<file path="config.mk">
export PLATFORM = sky130hd
export DESIGN_NAME = afc_compare_seq_flat
export DESIGN_NICKNAME = d
export VERILOG_FILES = /design/src/rtl/afc_pkg.sv /design/src/rtl/afc_compare_seq_if.sv /design/src/rtl/afc_edge_det.sv /design/src/rtl/afc_compare_seq.sv /design/src/flat_wrapper.sv
export SDC_FILE = /design/constraint.sdc
export NUM_CORES = 1
export LEC_CHECK = 0
export ABC_AREA = 1
export CORE_MARGIN = 2
export CORE_UTILIZATION = 50
export CTS_BUF_LIST = sky130_fd_sc_hd__clkbuf_8
export DETAILED_ROUTE_END_ITERATION = 12
export PLACE_DENSITY_LB_ADDON = 0.1
export REMOVE_ABC_BUFFERS = 1
export SLEW_MARGIN = 20
export SYNTH_ARGS = -nofsm -noshare
export SYNTH_HDL_FRONTEND = slang
export SYNTH_SLANG_ARGS = --single-unit
</file>
<file path="constraint.sdc">
create_clock -name clk -period 4.8 [get_ports clk]
set_clock_uncertainty 0.05 [all_clocks]
set_input_delay 0.48 -clock clk [delete_from_list [all_inputs] [get_ports clk]]
set_output_delay 0.48 -clock clk [all_outputs]
set_load 0.05 [all_outputs]
</file>
<file path="src/rtl/afc_pkg.sv">
// AFC comparison sequencer shared definitions.
// Verdict encodings match the band FSM comp_in inputs.
package afc_pkg;

  localparam logic [2:0] AFC_FAST   = 3'b100;
  localparam logic [2:0] AFC_SLOW   = 3'b010;
  localparam logic [2:0] AFC_FREEZE = 3'b001;

  typedef enum logic [1:0] {
    ST_IDLE    = 2'd0,
    ST_SETTLE  = 2'd1,
    ST_MEASURE = 2'd2
  } afc_state_e;

endpackage

</file>
<file path="src/rtl/afc_compare_seq_if.sv">
// Band-FSM <-> comparison sequencer bundle.
// master: band FSM side, slave: sequencer side.
interface afc_compare_seq_if #(
  parameter int CNT_W = 12
);
  logic             change;
  logic             vco_edge;
  logic [CNT_W-1:0] target_cnt;
  logic [CNT_W-1:0] tol;
  logic [2:0]       comp_out;
  logic             done;
  logic             busy;
  logic [CNT_W-1:0] meas_cnt;

  modport master (
    output change, vco_edge, target_cnt, tol,
    input  comp_out, done, busy, meas_cnt
  );

  modport slave (
    input  change, vco_edge, target_cnt, tol,
    output comp_out, done, busy, meas_cnt
  );
endinterface

</file>
<file path="src/rtl/afc_edge_det.sv">
// 2-flop synchronizer plus rising-edge detector for the
// divided VCO clock (used only with AFC_EDGE_DET_EN).
module afc_edge_det (
  input  logic clk,
  input  logic rst,
  input  logic din,
  output logic pulse
);

  logic meta;
  logic sync;
  logic prev;

  always_ff @(posedge clk or posedge rst) begin
    if (rst) begin
      meta <= 1'b0;
      sync <= 1'b0;
      prev <= 1'b0;
    end else begin
      meta <= din;
      sync <= meta;
      prev <= sync;
    end
  end

  assign pulse = sync & ~prev;

endmodule

</file>
<file path="src/rtl/afc_compare_seq.sv">
// AFC measurement sequencer: settle, count VCO edges, compare.
// AFC_EDGE_DET_EN: treat vco_edge as an async level and detect edges.
module afc_compare_seq
  import afc_pkg::*;
#(
  parameter int CNT_W      = 12,
  parameter int SETTLE_CYC = 16,
  parameter int WIN_CYC    = 256
) (
  input logic              clk,
  input logic              rst,
  afc_compare_seq_if.slave bus
);

  localparam int MAX_CYC =
    (SETTLE_CYC > WIN_CYC) ? SETTLE_CYC : WIN_CYC;
  localparam int TMR_W = $clog2(MAX_CYC + 1);
  localparam logic [CNT_W-1:0] CNT_MAX = '1;

  logic edge_p;

`ifdef AFC_EDGE_DET_EN
  afc_edge_det u_edge_det (
    .clk   (clk),
    .rst   (rst),
    .din   (bus.vco_edge),
    .pulse (edge_p)
  );
`else
  assign edge_p = bus.vco_edge;
`endif

  afc_state_e       state;
  logic [TMR_W-1:0] tmr;
  logic [CNT_W-1:0] cnt;
  logic [CNT_W-1:0] cnt_nxt;
  logic [CNT_W:0]   hi;
  logic [CNT_W:0]   lo;
  logic [CNT_W:0]   cnt_x;
  logic [2:0]       verdict;
  logic [2:0]       comp_q;
  logic             done_q;
  logic             busy_q;
  logic [CNT_W-1:0] meas_q;

  // Saturating count including the edge of the current cycle
  always_comb begin
    cnt_nxt = cnt;
    if (edge_p && (cnt != CNT_MAX))
      cnt_nxt = cnt + 1'b1;
  end

  // One extra bit keeps hi from overflowing and lo from wrapping
  always_comb begin
    hi    = {1'b0, bus.target_cnt} + {1'b0, bus.tol};
    lo    = '0;
    if (bus.tol <= bus.target_cnt)
      lo = {1'b0, bus.target_cnt} - {1'b0, bus.tol};
    cnt_x = {1'b0, cnt_nxt};
    unique case (1'b1)
      (cnt_x > hi): verdict = AFC_FAST;
      (cnt_x < lo): verdict = AFC_SLOW;
      default:      verdict = AFC_FREEZE;
    endcase
  end

  always_ff @(posedge clk or posedge rst) begin
    if (rst) begin
      state  <= ST_IDLE;
      tmr    <= '0;
      cnt    <= '0;
      comp_q <= 3'b000;
      done_q <= 1'b0;
      busy_q <= 1'b0;
      meas_q <= '0;
    end else begin
      done_q <= 1'b0;
      unique case (state)
        ST_IDLE: begin
          if (bus.change) begin
            state  <= ST_SETTLE;
            tmr    <= TMR_W'(SETTLE_CYC - 1);
            busy_q <= 1'b1;
          end
        end
        ST_SETTLE: begin
          if (tmr == '0) begin
            state <= ST_MEASURE;
            tmr   <= TMR_W'(WIN_CYC - 1);
            cnt   <= '0;
          end else begin
            tmr <= tmr - 1'b1;
          end
        end
        ST_MEASURE: begin
          cnt <= cnt_nxt;
          if (tmr == '0) begin
            state  <= ST_IDLE;
            busy_q <= 1'b0;
            done_q <= 1'b1;
            comp_q <= verdict;
            meas_q <= cnt_nxt;
          end else begin
            tmr <= tmr - 1'b1;
          end
        end
        default: begin
          state  <= ST_IDLE;
          busy_q <= 1'b0;
        end
      endcase
    end
  end

  assign bus.comp_out = comp_q;
  assign bus.done     = done_q;
  assign bus.busy     = busy_q;
  assign bus.meas_cnt = meas_q;

endmodule

</file>
<file path="src/flat_wrapper.sv">
// flat-port wrapper written by rule: the top's interface ports become plain ports
module afc_compare_seq_flat import afc_pkg::*;
#(
  parameter int CNT_W      = 12,
  parameter int SETTLE_CYC = 16,
  parameter int WIN_CYC    = 256
)
  (clk, rst, bus_change, bus_vco_edge, bus_target_cnt, bus_tol, bus_comp_out, bus_done, bus_busy, bus_meas_cnt);
  afc_compare_seq_if #(.CNT_W(CNT_W)) bus_i ();
  input logic clk;
  input logic rst;
  input wire logic [$bits(bus_i.change)-1:0] bus_change;
  input wire logic [$bits(bus_i.vco_edge)-1:0] bus_vco_edge;
  input wire logic [$bits(bus_i.target_cnt)-1:0] bus_target_cnt;
  input wire logic [$bits(bus_i.tol)-1:0] bus_tol;
  output wire logic [$bits(bus_i.comp_out)-1:0] bus_comp_out;
  output wire logic [$bits(bus_i.done)-1:0] bus_done;
  output wire logic [$bits(bus_i.busy)-1:0] bus_busy;
  output wire logic [$bits(bus_i.meas_cnt)-1:0] bus_meas_cnt;
  assign bus_i.change = bus_change;
  assign bus_i.vco_edge = bus_vco_edge;
  assign bus_i.target_cnt = bus_target_cnt;
  assign bus_i.tol = bus_tol;
  assign bus_comp_out = bus_i.comp_out;
  assign bus_done = bus_i.done;
  assign bus_busy = bus_i.busy;
  assign bus_meas_cnt = bus_i.meas_cnt;
  afc_compare_seq #(.CNT_W(CNT_W), .SETTLE_CYC(SETTLE_CYC), .WIN_CYC(WIN_CYC)) u_core (.clk(clk), .rst(rst), .bus(bus_i));
endmodule
</file>
# After elaboration in Yosys (flattened, before gate mapping)
# Index checks and enable logic that the tools add are counted.
dict set report classes {
  n_addsub 4
  mul 0
  n_div 0
  order_cmp 3
  eq_ne 7
  n_shift 0
  muxes 18
  bitwise_logic 1
  reduce_logical 10
}
# cell n
set ops {}
lappend ops {{two-way mux 9 bit} 3}
lappend ops {{one-hot mux 9 bit (3 select lines)} 1}
lappend ops {{two-way mux 12 bit} 2}
lappend ops {{one-hot mux 12 bit (2 select lines)} 1}
lappend ops {{adder 12 x 12 -> 13 bit} 1}
lappend ops {{greater-than comparator 12 x 13 -> 1 bit} 1}
lappend ops {{< comparator 12 x 13 -> 1 bit} 1}
lappend ops {{two-way mux 13 bit} 1}
lappend ops {{subtractor 12 x 12 -> 13 bit} 1}
lappend ops {{adder 12 x 1 -> 12 bit, second input constant} 1}
lappend ops {{<= comparator 12 bit} 1}
lappend ops {{!= test 12 bit, second input constant} 1}
lappend ops {{logical NOT 9 bit} 1}
lappend ops {{AND reduction 3 bit} 3}
lappend ops {{subtractor 9 x 1 -> 9 bit, second input constant} 1}
lappend ops {{two-way mux 2 bit} 3}
lappend ops {{one-hot mux 2 bit (3 select lines)} 1}
lappend ops {{one-hot mux 3 bit (2 select lines)} 1}
lappend ops {{two-way mux 1 bit} 4}
lappend ops {{!= test 2 x 1 -> 1 bit, second input constant} 2}
lappend ops {{!= test 2 bit, second input constant} 2}
lappend ops {{AND reduction 2 bit} 2}
lappend ops {{one-hot mux 1 bit (3 select lines)} 1}
lappend ops {{nonzero test 3 bit} 1}
lappend ops {{6 further kinds} 6}
dict set report word_totals {
  ff_bits 40
  latchBits 0
  mem_bits_rw 0
  romBits 0
  in_bits 28
  output_inout_bits 17
  wordCells 50
  mem_count 0
}

# Longest topological paths before layout
# Gate-level depths: netlist of the first run.
dict set report logic_depth {
  ltp_word 5
  depth_mapped 28
  depth_no_buf 26
}

# Worst setup path before layout of the first run
# No wires, ideal clock.
dict set report synth_path {
  path_kind {input to register}
  from {input port bus_tol[2]}
  to {register u_core.comp_q[0] (netlist: u_core.bus.comp_out[0])}
  setup_ns 0.113
  t_arrival_ns 2.711
  t_required_ns 4.637
  slack_ns 1.927
  path_stages 24
  path_buffers 2
  path_cell_list {inv_1 -> ha_1 -> buf_2 -> a21oi_1 -> nand2_1 -> a21boi_1 -> inv_1 -> nand2_1 -> nand2_1 -> buf_2 -> nand3_1 -> ha_1 -> nand2_1 -> inv_1 -> o21bai_1 -> nand3_1 -> nor2_1 -> nand2_1 -> nand2_1 -> nand2_1 -> nand2_1 -> nand2_1 -> nand2_1 -> inv_1}
}
dict set report synth_via {
  elab_chain_cells 4
  word_cells_on_any_way 7
  classes_between {2 x add/sub; 3 x order compare; 2 x mux}
}
# item line
set synth_rtl {}
lappend synth_rtl {{start, declared} flat_wrapper.sv:15} ;# input wire logic [$bits(bus_i.tol)-1:0] bus_tol;
lappend synth_rtl {{subtractor 12 x 12 -> 13 bit / <= comparator 12 bit (equally long branches)} {afc_compare_seq.sv:58, afc_compare_seq.sv:57}}
lappend synth_rtl {{two-way mux 13 bit} afc_compare_seq.sv:57} ;# if (bus.tol <= bus.target_cnt)
lappend synth_rtl {{< comparator 12 x 13 -> 1 bit} afc_compare_seq.sv:62} ;# (cnt_x < lo): verdict = AFC_SLOW;
lappend synth_rtl {{one-hot mux 3 bit (2 select lines) *} afc_compare_seq.sv:60} ;# unique case (1'b1)
lappend synth_rtl {{end signal, assigned} afc_compare_seq.sv:101} ;# comp_q <= verdict;
lappend synth_rtl {{end, declared} afc_compare_seq.sv:41} ;# logic [2:0] comp_q;
# Every way passes the cells marked *; elsewhere a longest branch is shown, timed or not.
# A chain may end at the register's enable or synchronous reset.

# Worst setup path after layout of the first run
dict set report layout_path {
  from {input port bus_tol[1]}
  to {register u_core.comp_q[0] (netlist: u_core.bus.comp_out[0])}
}
# The elaborated chain is that of the path after synthesis.

==> flow_summary.ini, run 1 <==
[routing]
wire_per_inst_um = 13.41
antenna_left = 0
wirelength_um = 9640
drtIter0Drc = 199
vias = 3754
drc_errors = 0
viasPerCell = 5.221
dr.pass1.iters = 5

[cells_and_area]
layout-area-overhead-vs-synth_pct = 15.44
final_common_cell = nand2_1
diodes = 0
final_cell_count_no_fill = 719
layout_common_cells = nand2_1 (156), inv_1 (88), ha_1 (52), clkdlybuf4s50_1 (44), nor2_1 (43)
drive_above_1_share_pct = 5.511
num-nets-final = 698

[pwr]
p_leak_nw = 2.416
irDropWorstVdd_mv = 0.2449
p_per_area_nw_per_um2 = 251.9

[floorplan]
rows = 32
die_h_um = 93.12
die-area_um2 = 8671
ios = 45
dieWidth_um = 93.12
coreArea_um2 = 7727
initial_core_util_pct = 51.39

[clocking]
cts_setup_buffers = 0
cts_resized = 0
clock_latency_ns = 0.29
hold_buffers = 0
cts_buffer_depth = 2
cts.sinks = 40
root_buffer = clkbuf_8
htreeDepth = 2
cts_tree = built
path_clk_slew_ns = 0.08
cts_buffers = 5

[synthesis]
synth_area_per_cell_um2 = 6.919
async_flop_share_pct = 100.0
synthDistinctLibCells = 44
syn_area_um2 = 3971
yosys_most_used_dff = dfrtp_1
synth.ff_latch_count = 40
yosysSeqAreaShare_pct = 25.20
synthCells = 574
ys_warn_count = 0
synth_edf_count = 0

[place]
place_inst = 711
port_buffers = 44
dp_hpwl_um = 7924
gp_congestion = 0.9505

[global_routing]
met1_usage_pct = 33.94
met3_usage_pct = 4.190
first_global_vias = 3403
grt-ovfl-total = 0
grt_max_degree = 41
grt_pass1_wl_um = 15930
busiest_layer = met2
grtUsageTotal_pct = 22.90
grt_antenna_before_repair = 0
met2_usage_pct = 35.63

[critical_path]
critPathMaxFanout = 12
crit_path_end_kind = register
cp.arrival_ns = 3.72
crit_type = input port to register
cp-start-kind = input port
cp.required_ns = 4.95

[timing]
max-slew-margin-rel_pct = 65.17
worst_pin_slew_ns = 0.5207
drv_slew = 0
post-route-min-period_ns = 3.574
setup_viol = 0
final.setup.tns_ns = 0
fmax_mhz = 279.8
hold_violations = 0
min_period_over_period_pct = 74.46
grt_setup_unrepaired = no

[outcome]
run_status = completed

[hold_path]
hold_class = register to register

[job]
maxCapViolCount = 0
[critical path: stages]
cell	delay (ns)
clkdlybuf4s50_1	0.54
inv_1	0.11
ha_1	0.30
inv_1	0.11
nor2_1	0.05
nand2_1	0.07
nand2_1	0.11
a21boi_1	0.24
inv_1	0.11
nand2_1	0.07
nand2_1	0.26
nand3_1	0.18
ha_1	0.26
nand2_1	0.06
inv_1	0.03
o21bai_1	0.15
nand3_1	0.10
nor2_1	0.11
nand2_1	0.05
nand2_1	0.06
nand2_1	0.05
nand2_1	0.09
nand2_1	0.05
nand2_1	0.05
inv_1	0.04
[power by group]
part	total, mW	switching [mW]	leakage [nW]	internal (mW)
sequential	0.389	0.0216	0.469	0.368
combinational	0.531	0.341	1.90	0.191
clock	0.234	0.119	0.0510	0.115
total	1.15	0.482	2.42	0.673
[layer usage]
metal  wire (um)  vias up
met3         513        8
li1            -     1921
met4          89        0
met2        4219       93
met1        4819     1732
met5           0        -
[state kept, by name, summed over array words and instances (netlist names)]
name / cells
u_core.bus.meas_cnt: 12
u_core.bus.busy: 1
u_core.tmr: 9
u_core.state: 2
u_core.bus.done: 1
u_core.bus.comp_out: 3
u_core.cnt: 12
[cell type report]
class / instances / area, um2
sequential: 40 / 1001
clock inverter: 2 / 10.01
tap: 102 / 127.6
inverter: 92 / 345.3
timing repair buffer: 45 / 447.9
multi-input combinational: 432 / 2570
fill: 749 / 3143
clock buffer: 6 / 82.58
[synthesized netlist by cell type, types with 2 or more instances]
cell,n,area [um2]
dfrtp_1,40,1001
o22ai_1,4,25.02
fa_1,2,40.04
nor3_1,9,45.04
a21oi_1,33,165.2
nor2_1,43,161.4
ha_1,52,650.6
inv_2,4,15.01
nand2_2,4,25.02
xnor2_1,2,17.52
buf_2,7,35.03
o21bai_1,5,37.54
xor2_1,20,175.2
inv_1,88,330.3
or2_2,2,12.51
o21ai_0,28,140.1
nand4_1,6,37.54
o21a_1,2,15.01
nand2_1,156,585.6
o21ai_2,2,17.52
nor3_2,2,20.02
a22oi_1,3,22.52
nand3_1,37,185.2
nand3_2,2,20.02
a21oi_2,2,17.52
[final timing paths]
kind	slack (ns)	end	startpoint	cells past startpoint
max in group asynchronous	3.80	u_core.tmr[1]$_DFFE_PP0P_	rst	3
worst max-delay path	1.23	u_core.bus.comp_out[0]$_DFFE_PP0P_	bus_tol[1]	25
worst max register to register	1.67	u_core.bus.comp_out[0]$_DFFE_PP0P_	u_core.cnt[0]$_DFFE_PP0P_	23
min in group asynchronous	0.56	u_core.cnt[1]$_DFFE_PP0P_	rst	3
worst min register to register	0.44	u_core.bus.meas_cnt[8]$_DFFE_PP0P_	u_core.bus.meas_cnt[8]$_DFFE_PP0P_	2
worst min-delay path	0.44	u_core.bus.meas_cnt[8]$_DFFE_PP0P_	u_core.bus.meas_cnt[8]$_DFFE_PP0P_	2
[cells by family after synthesis]
group | count (synthesis) | synth area share [%]
AND/OR/NAND/NOR | 269 | 29.40
flip-flops | 40 | 25.20
buffers and inverters | 102 | 10.08
XOR/XNOR | 23 | 5.262
AO/OA/AOI/OAI | 86 | 12.67
adder cells (fa/ha/maj) | 54 | 17.39
[per-stage QoR]
stage / util, % / hold slack [ns] / area, um2 / setup slack (ns) / power [mW]
after global placement: 58.13 / 0.4136 / 4492 / 1.043 / 0.9146
final: 59.33 / 0.4371 / 4584 / 1.226 / 1.155
after floorplan: - / 0.4282 / 3916 / 1.895 / 0.7765
after CTS: 59.33 / 0.4424 / 4584 / 1.280 / 1.162
after detailed placement: 58.13 / 0.4231 / 4492 / 0.9652 / 0.9249
after global routing: 59.33 / 0.4726 / 4584 / 0.9438 / 1.248
No activity file was read; power rests on OpenSTA's default activity.
==> run 2: changes to the inputs <==
==> constraint.sdc (replaced) <==
create_clock -name clk -period 3.2 [get_ports clk]
set_clock_uncertainty 0.05 [all_clocks]
set_input_delay 0.32 -clock clk [delete_from_list [all_inputs] [get_ports clk]]
set_output_delay 0.32 -clock clk [all_outputs]
set_load 0.05 [all_outputs]
==> run 2 against run 1 <==
Non-clock buffer count grew 63. Total power grew 67%. Die area is the same. Wire length grew 12%. Via count grew 7.0%. Register-to-register slack lost 1.3 ns. Sequential power grew 51%. Sequential share of layout area shrank 3.4 points. Highest routed layer unchanged. Clock-buffer cell count grew 1. Largest power group unchanged. Global-route usage grew 1.4 points. Largest cell class unchanged. Critical path depth shrank 1.
==> flow_summary.ini, run 2 (synthesized netlist as in run 1, its figures left out) <==
[floorplan]
dieWidth_um = 93.12
rows = 32
die_h_um = 93.12
ios = 45
die-area_um2 = 8671
coreArea_um2 = 7727
initial_core_util_pct = 51.39

[pwr]
p_leak_nw = 2.937
irDropWorstVdd_mv = 0.4589
p_per_area_nw_per_um2 = 355.3
total_power_mw = 1.927

[critical_path]
crit_type = input port to register
timing.rr.start = u_core.cnt[0]$_DFFE_PP0P_
cp-start-kind = input port
r2r.worst_path.cells = 19
cp_cell_sequence = clkdlybuf4s50_1 -> inv_1 -> ha_4 -> nand2_2 -> buf_4 -> nor2_2 -> a21oi_1 -> inv_1 -> a21oi_2 -> or2_2 -> nand3_2 -> ha_4 -> a21oi_1 -> nand2_1 -> nand2_1 -> nand2_1 -> nor2_1 -> nand2_1 -> nand2_1 -> nand2_1 -> nand2_1 -> nand2_1 -> nand2_1 -> inv_1
ff2ff_setup_slack_ns = 0.32
cp_num_buf_inv = 5
crit_family = simple AND/OR/NAND/NOR gates
critPathMaxFanout = 5
crit_path_end_kind = register
reg2reg_to = u_core.bus.comp_out[0]$_DFFE_PP0P_
crit_path_top_delay_cell = clkdlybuf4s50_1
cp.arrival_ns = 3.16
cp.required_ns = 3.34
cpPeakStageDelay_ns = 0.48
crit_path_frequent_cell = nand2_1

[cells_and_area]
num-nets-final = 761
diodes = 0
layout-area-overhead-vs-synth_pct = 36.55
final_common_cell = nand2_1
layout_common_cells = nand2_1 (150), inv_1 (78), buf_4 (61), nor2_1 (40), dfrtp_1 (40)
drive_above_1_share_pct = 21.35
fillerInstances = 654
fin_area_um2 = 5423

[timing]
hold_ws_ns = 0.4037
setup_ws_ns = 0.1835
max-slew-margin-rel_pct = 64.87
post-route-min-period_ns = 3.016
hold_violations = 0
final.setup.tns_ns = 0
min_period_over_period_pct = 94.27
worst_pin_slew_ns = 0.5270
fmax_mhz = 331.5
drv_slew = 0
setup_viol = 0

[job]
maxCapViolCount = 0

[global_routing]
grt_max_degree = 41
grt_pass1_wl_um = 17160
first_global_vias = 3709
grtUsageTotal_pct = 24.33
grt-ovfl-total = 0
grt_antenna_before_repair = 0

[place]
dp_slack_ns = -0.2762
gp_congestion = 0.9305
dp_hpwl_um = 8355
placed_cell_area_um2 = 4902
port_buffers = 44

[clocking]
path_clk_slew_ns = 0.08
cts_buffers = 5
htreeDepth = 2
cts_buffer_depth = 2
hold_buffers = 0
cts_tree = built
clock_latency_ns = 0.29
root_buffer = clkbuf_8
cts.sinks = 40

[routing]
wire_per_inst_um = 13.82
drtIter0Drc = 244
wirelength_um = 10790
drc_errors = 0
dr.pass1.iters = 5
viasPerCell = 5.142
antenna_left = 0
vias = 4016

[outcome]
run_status = completed

[hold_path]
hold_class = input port to asynchronous set/reset pin
## run 2: worst max path at each step
stage | endpoint | slack (ns) | from | depth (start not counted)
after floorplan | u_core.bus.comp_out[0]$_DFFE_PP0P_ | 0.46 | bus_tol[9] | 24
after global placement | u_core.bus.comp_out[0]$_DFFE_PP0P_ | -0.15 | bus_tol[8] | 26
after detailed placement | u_core.bus.comp_out[0]$_DFFE_PP0P_ | -0.28 | bus_tol[8] | 26
after CTS | u_core.bus.comp_out[0]$_DFFE_PP0P_ | 0.03 | bus_tol[8] | 26
after global routing | u_core.bus.comp_out[0]$_DFFE_PP0P_ | -0.04 | bus_tol[3] | 26
final | u_core.bus.comp_out[0]$_DFFE_PP0P_ | 0.18 | bus_tol[3] | 24
## run 2: power breakdown
part / total, mW / internal [mW] / switching (mW) / leakage [nW]
Sequential: 0.586 / 0.552 / 0.0336 / 0.469
Clock: 0.362 / 0.192 / 0.170 / 0.0503
Combinational: 0.979 / 0.409 / 0.571 / 2.42
## run 2: tightest hold or removal path: stages
cell             delay, ns
clkdlybuf4s50_1       0.40
inv_1                 0.05
buf_4                 0.43
## run 2: layout make-up
cell class | count | area [um2] | area share, %
multi-input combinational | 432 | 2831 | 52.22
timing repair buffer | 108 | 1018 | 18.78
sequential | 40 | 1001 | 18.46
inverter | 92 | 347.8 | 6.414
tap | 102 | 127.6 | 2.353
clock buffer | 7 | 96.34 | 1.777
## run 2: per-layer routing
layer / track usage [%] / routed length, um
met1: 34.65 / 5188
met2: 40.34 / 5010
met3: 3.546 / 513
met4: 3.186 / 81
met5: 0 / 0
## run 2: stage by stage
stage,util [%],cells
6_report,70.17,781
5_1_grt,70.17,781
4_1_cts,64.69,771
3_5_place_dp,63.44,764
3_3_place_gp,63.44,764
2_1_floorplan,-,564
## run 2: what timing repair did
action / 4_1_cts / 5_1_grt
endpoints found under the setup margin: 0 / 3
gates resized for setup: 0 / 79
setup buffers: 0 / 9
